**config.mk**
```make
export PLATFORM = sky130hd
export DESIGN_NAME = i2c_byte_master
export DESIGN_NICKNAME = d
export VERILOG_FILES = /design/src/rtl/i2c_byte_master.sv
export SDC_FILE = /design/constraint.sdc
export NUM_CORES = 1
export LEC_CHECK = 0
export ABC_CLOCK_PERIOD_IN_PS = 3600
export CORE_MARGIN = 4
export CORE_UTILIZATION = 63
export CTS_BUF_LIST = sky130_fd_sc_hd__clkbuf_4
export DETAILED_ROUTE_END_ITERATION = 7
export PLACE_DENSITY_LB_ADDON = 0.08
export SLEW_MARGIN = 10
export SYNTH_ARGS = -nofsm -noshare
export SYNTH_HDL_FRONTEND = slang
export SYNTH_SLANG_ARGS = --single-unit
```
**constraint.sdc**
```tcl
create_clock -name clk -period 3.6 [get_ports clk]
set_input_delay 0.54 -clock clk [delete_from_list [all_inputs] [get_ports clk]]
set_output_delay 0.54 -clock clk [all_outputs]
set_load 0.02 [all_outputs]
```
**src/rtl/i2c_byte_master.sv**
```systemverilog
// i2c_byte_master: byte-level open-drain I2C write master (START, 8 bits, ACK, HOLD, STOP).
// Define CLOCK_STRETCH_EN to let a slave holding SCL low stall the quarter divider.
module i2c_byte_master #(
  parameter int CLK_DIV = 250
) (
  input  logic       clk,
  input  logic       reset,
  input  logic       i2c_en,
  input  logic       start,
  input  logic       stop,
  input  logic [7:0] tx_data,
  output logic       ready,
  output logic       tx_done,
  output logic       ack_err,
  output logic       busy,
  output logic       scl_oe,
  output logic       sda_oe,
  input  logic       scl_i,
  input  logic       sda_i
);

  localparam int CW = (CLK_DIV > 2) ? $clog2(CLK_DIV) : 1;
  localparam logic [CW-1:0] DMAX = CW'(CLK_DIV - 1);

  typedef enum logic [2:0] {
    IDLE, START, LATCH, BIT, ACK, HOLD, RSTART, STOP
  } state_e;

  state_e        state_q, state_d;
  logic [CW-1:0] cnt_q, cnt_d;
  logic [1:0]    qtr_q, qtr_d;
  logic [2:0]    bit_q, bit_d;
  logic [7:0]    shift_q, shift_d;
  logic          load_q, load_d;
  logic          ready_q, ready_d;
  logic          done_q, done_d;
  logic          err_q, err_d;
  logic          busy_q, busy_d;
  logic          scl_q, scl_d;
  logic          sda_q, sda_d;

  logic          freeze;
  logic          tick;
  logic          accept;
  logic [7:0]    byte_now;

`ifdef CLOCK_STRETCH_EN
  assign freeze = !scl_q && !scl_i;
`else
  logic unused_scl_i;
  assign unused_scl_i = scl_i;
  assign freeze = 1'b0;
`endif

  assign tick     = !freeze && (cnt_q == DMAX);
  assign accept   = i2c_en && ready_q;
  // From HOLD the byte register and the first tick share one edge.
  assign byte_now = load_q ? tx_data : shift_q;

  always_comb begin
    state_d = state_q;
    cnt_d   = freeze ? cnt_q : (tick ? '0 : cnt_q + 1'b1);
    qtr_d   = qtr_q;
    bit_d   = bit_q;
    shift_d = shift_q;
    load_d  = 1'b0;
    ready_d = ready_q;
    done_d  = 1'b0;
    err_d   = err_q;
    busy_d  = busy_q;
    scl_d   = scl_q;
    sda_d   = sda_q;
    if (load_q) shift_d = tx_data;

    unique case (state_q)
      IDLE: begin
        if (accept && !stop) begin
          state_d = START;
          ready_d = 1'b0;
          busy_d  = 1'b1;
          err_d   = 1'b0;
          load_d  = 1'b1;
          cnt_d   = '0;
          qtr_d   = 2'd0;
        end
      end
      HOLD: begin
        if (accept) begin
          ready_d = 1'b0;
          qtr_d   = 2'd0;
          cnt_d   = '0;
          if (stop) begin
            state_d = STOP;
          end else if (start) begin
            state_d = RSTART;
            load_d  = 1'b1;
            err_d   = 1'b0;
          end else begin
            state_d = LATCH;
            load_d  = 1'b1;
            cnt_d   = DMAX;
          end
        end
      end
      START: begin
        if (tick) begin
          unique case (qtr_q)
            2'd0: begin sda_d = 1'b1; qtr_d = 2'd1; end
            2'd1: qtr_d = 2'd2;
            2'd2, 2'd3: begin
              scl_d   = 1'b1;
              state_d = LATCH;
            end
          endcase
        end
      end
      LATCH: begin
        if (tick) begin
          sda_d   = ~byte_now[7];
          shift_d = byte_now;
          bit_d   = 3'd0;
          qtr_d   = 2'd0;
          state_d = BIT;
        end
      end
      BIT: begin
        if (tick) begin
          unique case (qtr_q)
            2'd0: qtr_d = 2'd1;
            2'd1: begin scl_d = 1'b0; qtr_d = 2'd2; end
            2'd2: qtr_d = 2'd3;
            2'd3: begin
              scl_d = 1'b1;
              qtr_d = 2'd0;
              if (bit_q == 3'd7) begin
                sda_d   = 1'b0;
                state_d = ACK;
              end else begin
                bit_d   = bit_q + 3'd1;
                shift_d = {shift_q[6:0], 1'b0};
                sda_d   = ~shift_q[6];
              end
            end
          endcase
        end
      end
      ACK: begin
        if (tick) begin
          unique case (qtr_q)
            2'd0: qtr_d = 2'd1;
            2'd1: begin scl_d = 1'b0; qtr_d = 2'd2; end
            2'd2: begin
              qtr_d = 2'd3;
              if (sda_i) err_d = 1'b1;
            end
            2'd3: begin
              scl_d   = 1'b1;
              done_d  = 1'b1;
              ready_d = 1'b1;
              qtr_d   = 2'd0;
              state_d = HOLD;
            end
          endcase
        end
      end
      RSTART: begin
        if (tick) begin
          unique case (qtr_q)
            2'd0: begin sda_d = 1'b0; qtr_d = 2'd1; end
            2'd1: begin scl_d = 1'b0; qtr_d = 2'd2; end
            2'd2: begin sda_d = 1'b1; qtr_d = 2'd3; end
            2'd3: begin
              scl_d   = 1'b1;
              qtr_d   = 2'd0;
              state_d = LATCH;
            end
          endcase
        end
      end
      STOP: begin
        if (tick) begin
          unique case (qtr_q)
            2'd0: begin sda_d = 1'b1; qtr_d = 2'd1; end
            2'd1: begin scl_d = 1'b0; qtr_d = 2'd2; end
            2'd2: begin sda_d = 1'b0; qtr_d = 2'd3; end
            2'd3: begin
              busy_d  = 1'b0;
              ready_d = 1'b1;
              qtr_d   = 2'd0;
              state_d = IDLE;
            end
          endcase
        end
      end
    endcase
  end

  always_ff @(posedge clk or posedge reset) begin
    if (reset) begin
      state_q <= IDLE;
      cnt_q   <= '0;
      qtr_q   <= 2'd0;
      bit_q   <= 3'd0;
      shift_q <= 8'd0;
      load_q  <= 1'b0;
      ready_q <= 1'b1;
      done_q  <= 1'b0;
      err_q   <= 1'b0;
      busy_q  <= 1'b0;
      scl_q   <= 1'b0;
      sda_q   <= 1'b0;
    end else begin
      state_q <= state_d;
      cnt_q   <= cnt_d;
      qtr_q   <= qtr_d;
      bit_q   <= bit_d;
      shift_q <= shift_d;
      load_q  <= load_d;
      ready_q <= ready_d;
      done_q  <= done_d;
      err_q   <= err_d;
      busy_q  <= busy_d;
      scl_q   <= scl_d;
      sda_q   <= sda_d;
    end
  end

  assign ready   = ready_q;
  assign tx_done = done_q;
  assign ack_err = err_q;
  assign busy    = busy_q;
  assign scl_oe  = scl_q;
  assign sda_oe  = sda_q;

endmodule

```
After elaboration in Yosys (flattened, before gate mapping)
Index checks and enable logic that the tools add are counted.

Logic and storage cells: 162. Input bits: 15. Bits in registers: 31.

Add/subtract/negate cells: 2. Reductions and logical operators: 23. Bitwise gates (word level): 2. Muxes and demuxes: 82. Equal/unequal tests: 41.

Operators with widths (number): two-way mux 8 bit (10); two-way mux 3 bit (20); inequality test 2 bit, second input constant (20); two-way mux 1 bit (32); one-hot mux 3 bit (8 select lines) (1); one-hot mux 8 bit (2 select lines) (1); equality test 3 bit, second input constant (5); AND reduction 14 bit (1); two-way mux 2 bit (5); inequality test 2 x 1 -> 1 bit, second input constant (5); one-hot mux 1 bit (2 select lines) (5); one-hot mux 2 bit (5 select lines) (1); AND reduction 10 bit (1); AND reduction 5 bit (2); inequality test 3 bit, second input constant (3); one-hot mux 1 bit (3 select lines) (3); nonzero test 3 bit (3); adder 8 x 1 -> 8 bit, second input constant (1); equality test 8 bit, second input constant (1); one-hot mux 2 bit (4 select lines) (1); AND reduction 8 bit (1); AND reduction 7 bit (1); equality test 3 x 2 -> 1 bit, second input constant (2); one-hot mux 3 bit (2 select lines) (1); other kinds (19) (24).

Longest topological paths before layout
Gate-level depths: netlist of run 1.

Depth in word-level cells: 5. Depth in mapped cells: 7. Mapped depth without buffers: 6.

Worst setup path after synthesis of run 1
Ideal clock, no wire load.

Kind: register to register. From: register state_q[0]. To: register state_q[0]. Data required time: 3472 ps. Slack: 1697 ps. Stages on the path, launching flop included: 8. Arrival: 1776 ps. Clock period less this slack: 1903 ps. Path through: dfrtp_1 -> inv_1 -> ha_1 -> clkbuf_1 -> nand2_1 -> a32oi_1 -> nor4_2 -> mux2_1.

Cells in the longest elaborated chain, start to end: 3.

Ends and longest elaborated chain: start, declared (RTL line 29) `state_e state_q, state_d;`; start signal, assigned (RTL line 213) `state_q <= state_d;`; equality test 3 x 1 -> 1 bit, or another cell as far along (RTL line 75) `unique case (state_q)`; inequality test 2 x 1 -> 1 bit (no source line) / inequality test 2 bit (equally long branches); AND reduction 14 bit (no source line).

Parallel ways exist; a longest one is shown, timed or not. A chain may end at the register's enable or synchronous reset.

Worst setup path after layout of run 1
From: register state_q[0]. To: register qtr_q[0].

Cells in the longest elaborated chain, start to end: 4.

Ends and longest elaborated chain: equality test 3 bit / equality test 3 x 2 -> 1 bit (equally long branches) (RTL line 75); OR reduction 4 bit (no source line); inequality test 2 x 1 -> 1 bit (no source line); AND reduction 6 bit (no source line); end signal, assigned (RTL line 215) `qtr_q <= qtr_d;`; end, declared (RTL line 31) `logic [1:0] qtr_q, qtr_d;`.

Parallel ways exist; a longest one is shown, timed or not.

==> tab_implementation.tex, run 1 <==
\begin{tabular}{lr}
\hline
Metric & Value \\
\hline
\multicolumn{2}{l}{\textbf{Synthesis}} \\
Register area share after synthesis & 38.98\% \\
Instance count of the mapped netlist & 209 \\
Yosys warning count & 0 \\
Number of storage elements in the synthesis netlist & 31 \\
Simple-gate share of the synthesized area & 19.27\% \\
Prevailing post-synth register cell & sky130\_fd\_sc\_hd\_\_dfrtp\_1 \\
Distinct cell type count after synthesis & 54 \\
Mean Syn Cell Area & 9.537 um2 \\
Mux cell area share after synthesis & 10.42\% \\
Post-Synthesis Cell Area & 1993 um2 \\
Fraction of the mapped netlist area in adder cells & 7.533\% \\
Post-synthesis net count & 236 \\
Area fraction in compound gates after synthesis & 16.57\% \\
Synth Area in XOR/XNOR & 2.637\% \\
Ys async rst share & 100.0\% \\
Main combinational cell family by area after synthesis & simple AND/OR/NAND/NOR gates \\
Number of enable-type register cells in the synthesized netlist & 0 \\
\multicolumn{2}{l}{\textbf{Route}} \\
Total length of routed met3 wires & 225 um \\
Wire length on met1 & 1813 um \\
Total DRC errors in the routed layout & 0 \\
Number of detailed-route iterations in the first pass & 4 \\
Routed via count divided by cell count & 5.838 \\
Initial DRC count & 104 \\
Detailed Route WL & 4130 um \\
Detail-routed net length per standard cell & 15.18 um \\
Via count & 1588 \\
Metal2 WL & 2032 um \\
Uppermost routed layer & met4 \\
Final antenna-violating net count & 0 \\
\multicolumn{2}{l}{\textbf{Pwr}} \\
Comb power frac & 3.1\% \\
Switch share & 19.11\% \\
Static leakage & 0.9410 nW \\
Clock network fraction of total power & 48.8\% \\
Internal power & 585.3 uW \\
Sequential fraction of design power & 48.1\% \\
Power after layout & 723.5 uW \\
Power per cell area & 314.4 nW/um2 \\
Psw & 138.2 uW \\
Peak supply drop & 258.3 uV \\
\multicolumn{2}{l}{\textbf{Worst setup path}} \\
Launching element type of the critical path & flop \\
Crit path buf inv count & 1 \\
Crit path max-delay family & compound AO/OA/AOI/OAI gates \\
Path depth of the worst reg2reg path & 6 \\
Worst EP required & 3.84 ns \\
Worst path cell trace & inv\_1 > ha\_1 > nand2b\_1 > o22ai\_1 > a211o\_1 > mux2\_4 \\
Largest fanout of any net on the critical path & 13 \\
Number of cells on the critical path & 6 \\
Crit path kind & flop to flop \\
Arrival time of data at the critical path endpoint & 2.55 ns \\
Endpoint class of the critical path & flop \\
Critical-path cell with the highest stage delay & sky130\_fd\_sc\_hd\_\_dfrtp\_1 \\
Worst stage delay on the critical path & 0.46 ns \\
\multicolumn{2}{l}{\textbf{CTS}} \\
Clock Sink Count & 31 \\
Library cell used as clock root buffer & sky130\_fd\_sc\_hd\_\_clkbuf\_4 \\
Number of buffers added by the clock tree synthesis step & 5 \\
Clk\_lat worst skew & 0.34 ns \\
Clock-pin slew reported for the worst setup and hold paths after clock tree synthesis & 0.11 ns \\
CTS Buffer Depth & 2 \\
Number of H-tree levels & 2 \\
Number of buffers inserted to repair setup after CTS & 0 \\
\# resized after CTS & 0 \\
Number of buffers added to fix hold violations after cts & 0 \\
CTS tree & yes \\
\multicolumn{2}{l}{\textbf{Place}} \\
Cell count after placement & 264 \\
Number of input and output port buffers inserted & 19 \\
Dpl hpwl & 2884 um \\
Final estimated routing congestion in global placement & 0.8464 \\
\multicolumn{2}{l}{\textbf{STA}} \\
Rel. slew slack & 48.19\% \\
Maximum clock frequency & 0.4333 GHz \\
Unrepaired setup endpoints after global routing & false \\
Final Hold Viols & 0 \\
Final clock period utilization by the worst path & 64.11\% \\
Setup skew after layout & 0.01336 ns \\
Setup Total Neg Slack & 0 ns \\
Crit path time final & 2.308 ns \\
Count of final max-slew check failures & 0 \\
Number of setup violations in the final report & 0 \\
Worst slew pin tran & 0.7771 ns \\
\multicolumn{2}{l}{\textbf{Layout}} \\
Area delta synth->final & 15.44\% \\
Most common cell after layout, fill and taps aside & sky130\_fd\_sc\_hd\_\_dfrtp\_1 \\
Share of post-route cells with drive strength above 1 & 9.649\% \\
Number of nets in the layout & 254 \\
Final Instance Count excl. Fillers & 272 \\
ANT cells & 0 \\
Commonest non-fill, non-tap cells in the layout & sky130\_fd\_sc\_hd\_\_dfrtp\_1, sky130\_fd\_sc\_hd\_\_o21ai\_0, sky130\_fd\_sc\_hd\_\_clkdlybuf4s50\_1 \\
\multicolumn{2}{l}{\textbf{Floorplan}} \\
Ports & 21 \\
Die area & 4127 um2 \\
DIE HEIGHT & 64.25 um \\
Die Width & 64.25 um \\
FP Rows & 20 \\
CORE AREA & 3028 um2 \\
Initial Utilization & 65.83\% \\
\multicolumn{2}{l}{\textbf{Hold path}} \\
Hold WC Path Type & flop to flop \\
Hold Path Depth & 2 \\
\multicolumn{2}{l}{\textbf{GRT}} \\
First-pass GRT wire length & 7251 um \\
Via count of the first global-routing pass & 1626 \\
Total routing resource utilization after global routing & 22.65\% \\
Total congestion overflow & 0 \\
Initial antenna violation count & 0 \\
Largest net degree at the start of global routing & 32 \\
\multicolumn{2}{l}{\textbf{Job}} \\
Max Cap Viol & 0 \\
\multicolumn{2}{l}{\textbf{Status}} \\
Result of the run & completed \\
\hline
\end{tabular}
-- cell type report --
type,count,area [um2]
multi-input combinational,158,1125
sequential,31,777.0
fill,229,726.9
timing repair buffer,20,197.7
clock inverter,2,60.06
tap,44,55.05
clock buffer,6,45.04
inverter,11,41.29
-- path summary, 6_finish.rpt --
check | from | slack [ns] | end
min in group asynchronous | reset | 0.59 | shift_q[1]
min | shift_q[3] | 0.50 | shift_q[4]
max | state_q[0] | 1.29 | qtr_q[0]
max reg2reg | state_q[0] | 1.29 | qtr_q[0]
max in group asynchronous | reset | 2.59 | state_q[1]
min reg2reg | shift_q[3] | 0.50 | shift_q[4]
-- routing by layer --
| metal | vias up | GRT usage (%) |
|---|---|---|
| met1 | 751 | 28.51 |
| met3 | 7 | 5.800 |
| met4 | 0 | 8.443 |
| met5 | - | 0 |
| li1 | 785 | - |
| met2 | 45 | 37.37 |
-- state kept, by name, summed over array words and instances (netlist names) --
signal   flops
busy         1
ready        1
cnt_q        8
tx_done      1
ack_err      1
bit_q        3
scl_oe       1
qtr_q        2
shift_q      8
state_q      3
load_q       1
sda_oe       1
-- worst register-to-register path: stages, from the launching register on --
cell,delay (ns)
sky130_fd_sc_hd__dfrtp_1,0.46
sky130_fd_sc_hd__inv_1,0.14
sky130_fd_sc_hd__ha_1,0.45
sky130_fd_sc_hd__nand2b_1,0.18
sky130_fd_sc_hd__o22ai_1,0.46
sky130_fd_sc_hd__a211o_1,0.23
sky130_fd_sc_hd__mux2_4,0.31
-- logic make-up after synthesis --
group,count (synthesis)
simple gates,70
mux,19
compound gates,51
buf+inv,20
fa+ha+maj,12
flops,31
xor+xnor,6
-- cell usage after synthesis, types with 2 or more instances --
cell                        number  area, um2
sky130_fd_sc_hd__xor2_1          3      26.28
sky130_fd_sc_hd__o21ai_1         4      20.02
sky130_fd_sc_hd__mux2i_1         8      80.08
sky130_fd_sc_hd__inv_1          11      41.29
sky130_fd_sc_hd__xnor2_1         3      26.28
sky130_fd_sc_hd__nor3_1          5      25.02
sky130_fd_sc_hd__nand4_1         2      12.51
sky130_fd_sc_hd__nand3_1         3      15.01
sky130_fd_sc_hd__a21oi_1         7      35.03
sky130_fd_sc_hd__nor2_1         15      56.30
sky130_fd_sc_hd__a2bb2oi_1       2      17.52
sky130_fd_sc_hd__nor4_2          2      25.02
sky130_fd_sc_hd__o21ai_0        19      95.09
sky130_fd_sc_hd__mux2_2          6      67.56
sky130_fd_sc_hd__nor2b_1         3      18.77
sky130_fd_sc_hd__nand2b_1        7      43.79
sky130_fd_sc_hd__nand3b_1        2      15.01
sky130_fd_sc_hd__mux2_1          4      45.04
sky130_fd_sc_hd__nand2_1        17      63.81
sky130_fd_sc_hd__and2_1          2      12.51
sky130_fd_sc_hd__o22ai_1         2      12.51
sky130_fd_sc_hd__and3b_1         3      26.28
sky130_fd_sc_hd__buf_2           7      35.03
sky130_fd_sc_hd__dfrtp_1        30      750.7
sky130_fd_sc_hd__ha_1           12      150.1
sky130_fd_sc_hd__o22a_1          2      17.52
-- stage by stage --
| step | hold WS (ns) | utilization, % | worst slack (ns) | instance area, um2 |
|---|---|---|---|---|
| floorplan | 0.4492 | - | 1.697 | 1993 |
| global placement | 0.4576 | 72.52 | 1.217 | 2196 |
| detailed placement | 0.4769 | 72.52 | 1.191 | 2196 |
| CTS | 0.5005 | 75.99 | 1.333 | 2301 |
| global route | 0.5272 | 75.99 | 1.130 | 2301 |
| finish | 0.4957 | 75.99 | 1.292 | 2301 |
-- power by group through the flow --
stage	logic, mW	registers (mW)	clock network, mW
after global routing	0.0254	0.348	0.375
after CTS	0.0232	0.348	0.355
after floorplan	0.00612	0.355	0
after detailed placement	0.0231	0.355	0
final	0.0226	0.348	0.353
after global placement	0.0226	0.355	0
No activity file was read; power rests on OpenSTA's default activity.
==> inputs of run 2 (changes only) <==
ABC_CLOCK_PERIOD_IN_PS = 1900   (was 3600)
CORE_UTILIZATION = 53   (was 63)
clock period = 1.9 ns   (was 3.6 ns; I/O delays follow)
==> tab_implementation.tex, run 2 (synthesis gave the netlist of run 1 again) <==
\begin{tabular}{lr}
\hline
Metric & Value \\
\hline
\multicolumn{2}{l}{\textbf{Floorplan}} \\
Die area & 4806 um2 (was 4127 um2) \\
Die Width & 69.33 um (was 64.25 um) \\
CORE AREA & 3661 um2 (was 3028 um2) \\
FP Rows & 22 (was 20) \\
DIE HEIGHT & 69.33 um (was 64.25 um) \\
Initial Utilization & 54.44\% (was 65.83\%) \\
Ports & 21 (unchanged) \\
\multicolumn{2}{l}{\textbf{Pwr}} \\
Peak supply drop & 280.4 uV (was 258.3 uV) \\
Power per cell area & 393.1 nW/um2 (was 314.4 nW/um2) \\
Static leakage & 1.184 nW (was 0.9410 nW) \\
Power after layout & 1.106 mW (was 723.5 uW) \\
\multicolumn{2}{l}{\textbf{Worst setup path}} \\
Endpoint class of the critical path & flop (unchanged) \\
Arrival time of data at the critical path endpoint & 2.22 ns (was 2.55 ns) \\
Launch point of the worst reg-to-reg path & state\_q[1] (was state\_q[0]) \\
Startpoint of the most critical setup path & state\_q[1] (was state\_q[0]) \\
Launching element type of the critical path & flop (unchanged) \\
Worst EP required & 2.12 ns (was 3.84 ns) \\
Crit path kind & flop to flop (unchanged) \\
Largest fanout of any net on the critical path & 11 (was 13) \\
\multicolumn{2}{l}{\textbf{Layout}} \\
Finished layout cell area & 2813 um2 (was 2301 um2) \\
Share of post-route cells with drive strength above 1 & 35.40\% (was 9.649\%) \\
Area delta synth->final & 41.12\% (was 15.44\%) \\
ANT cells & 0 (unchanged) \\
Largest registers & cnt\_q: 8 flops, shift\_q: 8 flops (unchanged) \\
Number of nets in the layout & 300 (was 254) \\
Commonest non-fill, non-tap cells in the layout & sky130\_fd\_sc\_hd\_\_buf\_4, sky130\_fd\_sc\_hd\_\_dfrtp\_1, sky130\_fd\_sc\_hd\_\_o21ai\_0, sky130\_fd\_sc\_hd\_\_clkdlybuf4s50\_1, sky130\_fd\_sc\_hd\_\_nand2\_1 (was sky130\_fd\_sc\_hd\_\_dfrtp\_1, sky130\_fd\_sc\_hd\_\_o21ai\_0, sky130\_fd\_sc\_hd\_\_clkdlybuf4s50\_1) \\
Most common cell after layout, fill and taps aside & sky130\_fd\_sc\_hd\_\_buf\_4 (was sky130\_fd\_sc\_hd\_\_dfrtp\_1) \\
Filler cells & 248 (was 229) \\
\multicolumn{2}{l}{\textbf{STA}} \\
Unrepaired setup endpoints after global routing & true (was false) \\
Maximum clock frequency & 0.4997 GHz (was 0.4333 GHz) \\
Crit path setup slack, layout & -0.1011 ns (was 1.292 ns) \\
Final Hold Viols & 0 (unchanged) \\
Setup skew after layout & 0.009527 ns (was 0.01336 ns) \\
Worst hold-check slack & 0.3282 ns (was 0.4957 ns) \\
Rel. slew slack & 72.43\% (was 48.19\%) \\
Setup Total Neg Slack & -0.4000 ns (was 0 ns) \\
Final clock period utilization by the worst path & 105.3\% (was 64.11\%) \\
Count of final max-slew check failures & 0 (unchanged) \\
Number of setup violations in the final report & 5 (was 0) \\
Worst slew pin tran & 0.4135 ns (was 0.7771 ns) \\
Crit path time final & 2.001 ns (was 2.308 ns) \\
\multicolumn{2}{l}{\textbf{Route}} \\
Via count & 1823 (was 1588) \\
Final antenna-violating net count & 0 (unchanged) \\
Detailed Route WL & 5233 um (was 4130 um) \\
Total DRC errors in the routed layout & 0 (unchanged) \\
Routed via count divided by cell count & 5.661 (was 5.838) \\
Number of detailed-route iterations in the first pass & 4 (unchanged) \\
Detail-routed net length per standard cell & 16.25 um (was 15.18 um) \\
Initial DRC count & 80 (was 104) \\
\multicolumn{2}{l}{\textbf{GRT}} \\
Grt met1 use & 26.81\% (was 28.51\%) \\
Met3 usage & 5.362\% (was 5.800\%) \\
Busiest layer in global routing & met2 (unchanged) \\
Via count of the first global-routing pass & 1854 (was 1626) \\
Initial antenna violation count & 0 (unchanged) \\
First-pass GRT wire length & 8383 um (was 7251 um) \\
GRT met2 Usage & 34.32\% (was 37.37\%) \\
Total congestion overflow & 0 (unchanged) \\
Total routing resource utilization after global routing & 21.17\% (was 22.65\%) \\
Largest net degree at the start of global routing & 32 (unchanged) \\
\multicolumn{2}{l}{\textbf{CTS}} \\
Number of H-tree levels & 2 (unchanged) \\
CTS tree & yes (unchanged) \\
Library cell used as clock root buffer & sky130\_fd\_sc\_hd\_\_clkbuf\_4 (unchanged) \\
Clock-pin slew reported for the worst setup and hold paths after clock tree synthesis & 0.10 ns (was 0.11 ns) \\
Clock Sink Count & 31 (unchanged) \\
Clk\_lat worst skew & 0.33 ns (was 0.34 ns) \\
Number of buffers added to fix hold violations after cts & 0 (unchanged) \\
Number of buffers added by the clock tree synthesis step & 5 (unchanged) \\
CTS Buffer Depth & 2 (unchanged) \\
\multicolumn{2}{l}{\textbf{Place}} \\
Dpl hpwl & 3508 um (was 2884 um) \\
Worst slack at placement & -0.08286 ns (was 1.191 ns) \\
Final estimated routing congestion in global placement & 0.9746 (was 0.8464) \\
Post-Place Cell Area & 2489 um2 (was 2196 um2) \\
Number of input and output port buffers inserted & 19 (unchanged) \\
\multicolumn{2}{l}{\textbf{Status}} \\
Violations in the final reports & negative setup slack \\
Result of the run & finished, violations left (was completed) \\
\multicolumn{2}{l}{\textbf{Hold path}} \\
Hold WC Path Type & input pin to async pin (was flop to flop) \\
\multicolumn{2}{l}{\textbf{Job}} \\
Max Cap Viol & 0 (unchanged) \\
\hline
\end{tabular}
-- run 2: changes by cell type in the layout (fill, tap and decap cells not counted), sizes merged --
cell	before	now
clkinv	0	1
clkbuf	6	7
bufinv	2	0
buf	1	47
-- run 2: final timing paths --
path | depth (start not counted) | to | slack, ns
max in group asynchronous | 3 | ready | 1.24
min in group clk | 2 | shift_q[2] | 0.48
hold reg to reg | 2 | shift_q[2] | 0.48
hold / removal | 3 | shift_q[2] | 0.33
setup reg to reg | 8 | qtr_q[0] | -0.10
setup / recovery | 8 | qtr_q[0] | -0.10
-- run 2: what timing repair did --
item / 4_1_cts / 5_1_grt
buffers inserted: 4 / 4
setup endpoints to repair: 8 / 17
pin swaps: 6 / 11
resized for setup: 16 / 28
hold endpoints to repair: 0 / 0
-- run 2: area by class of cell --
type | count | area [um2] | area share (%)
clock buffers | 7 | 52.55 | 1.868
clock inverters | 1 | 5.005 | 0.1779
inverters | 11 | 46.29 | 1.646
multi-input cells | 158 | 1321 | 46.98
flip-flops and latches | 31 | 780.7 | 27.76
well taps | 48 | 60.06 | 2.135
repair buffers | 66 | 546.8 | 19.44
-- run 2: metal layers --
| layer | routed length (um) | up-vias |
|---|---|---|
| li1 | - | 876 |
| met1 | 2236 | 886 |
| met2 | 2622 | 49 |
| met3 | 262 | 12 |
| met4 | 112 | 0 |
| met5 | 0 | - |
-- run 2: per-stage QoR --
stage | utilization (%) | cells
3_3_place_gp | 67.98 | 306
4_1_cts | 72.45 | 318
2_1_floorplan | - | 209
5_1_grt | 76.83 | 322
6_report | 76.83 | 322
3_5_place_dp | 67.98 | 306
-- run 2: critical path, stage by stage, from the launching register on --
cell and delay (ns):
sky130_fd_sc_hd__dfrtp_2 0.48, sky130_fd_sc_hd__inv_4 0.10, sky130_fd_sc_hd__ha_4 0.13, sky130_fd_sc_hd__buf_4 0.17
sky130_fd_sc_hd__nand2b_1 0.10, sky130_fd_sc_hd__buf_4 0.15, sky130_fd_sc_hd__nor3_1 0.22, sky130_fd_sc_hd__a211o_1 0.22
sky130_fd_sc_hd__mux2_4 0.31
-- run 2: power by group --
group / internal, mW / switching [mW]
Clock: 0.173 / 0.226
Combinational: 0.0274 / 0.0204
Sequential: 0.659 / 0
Total: 0.859 / 0.246
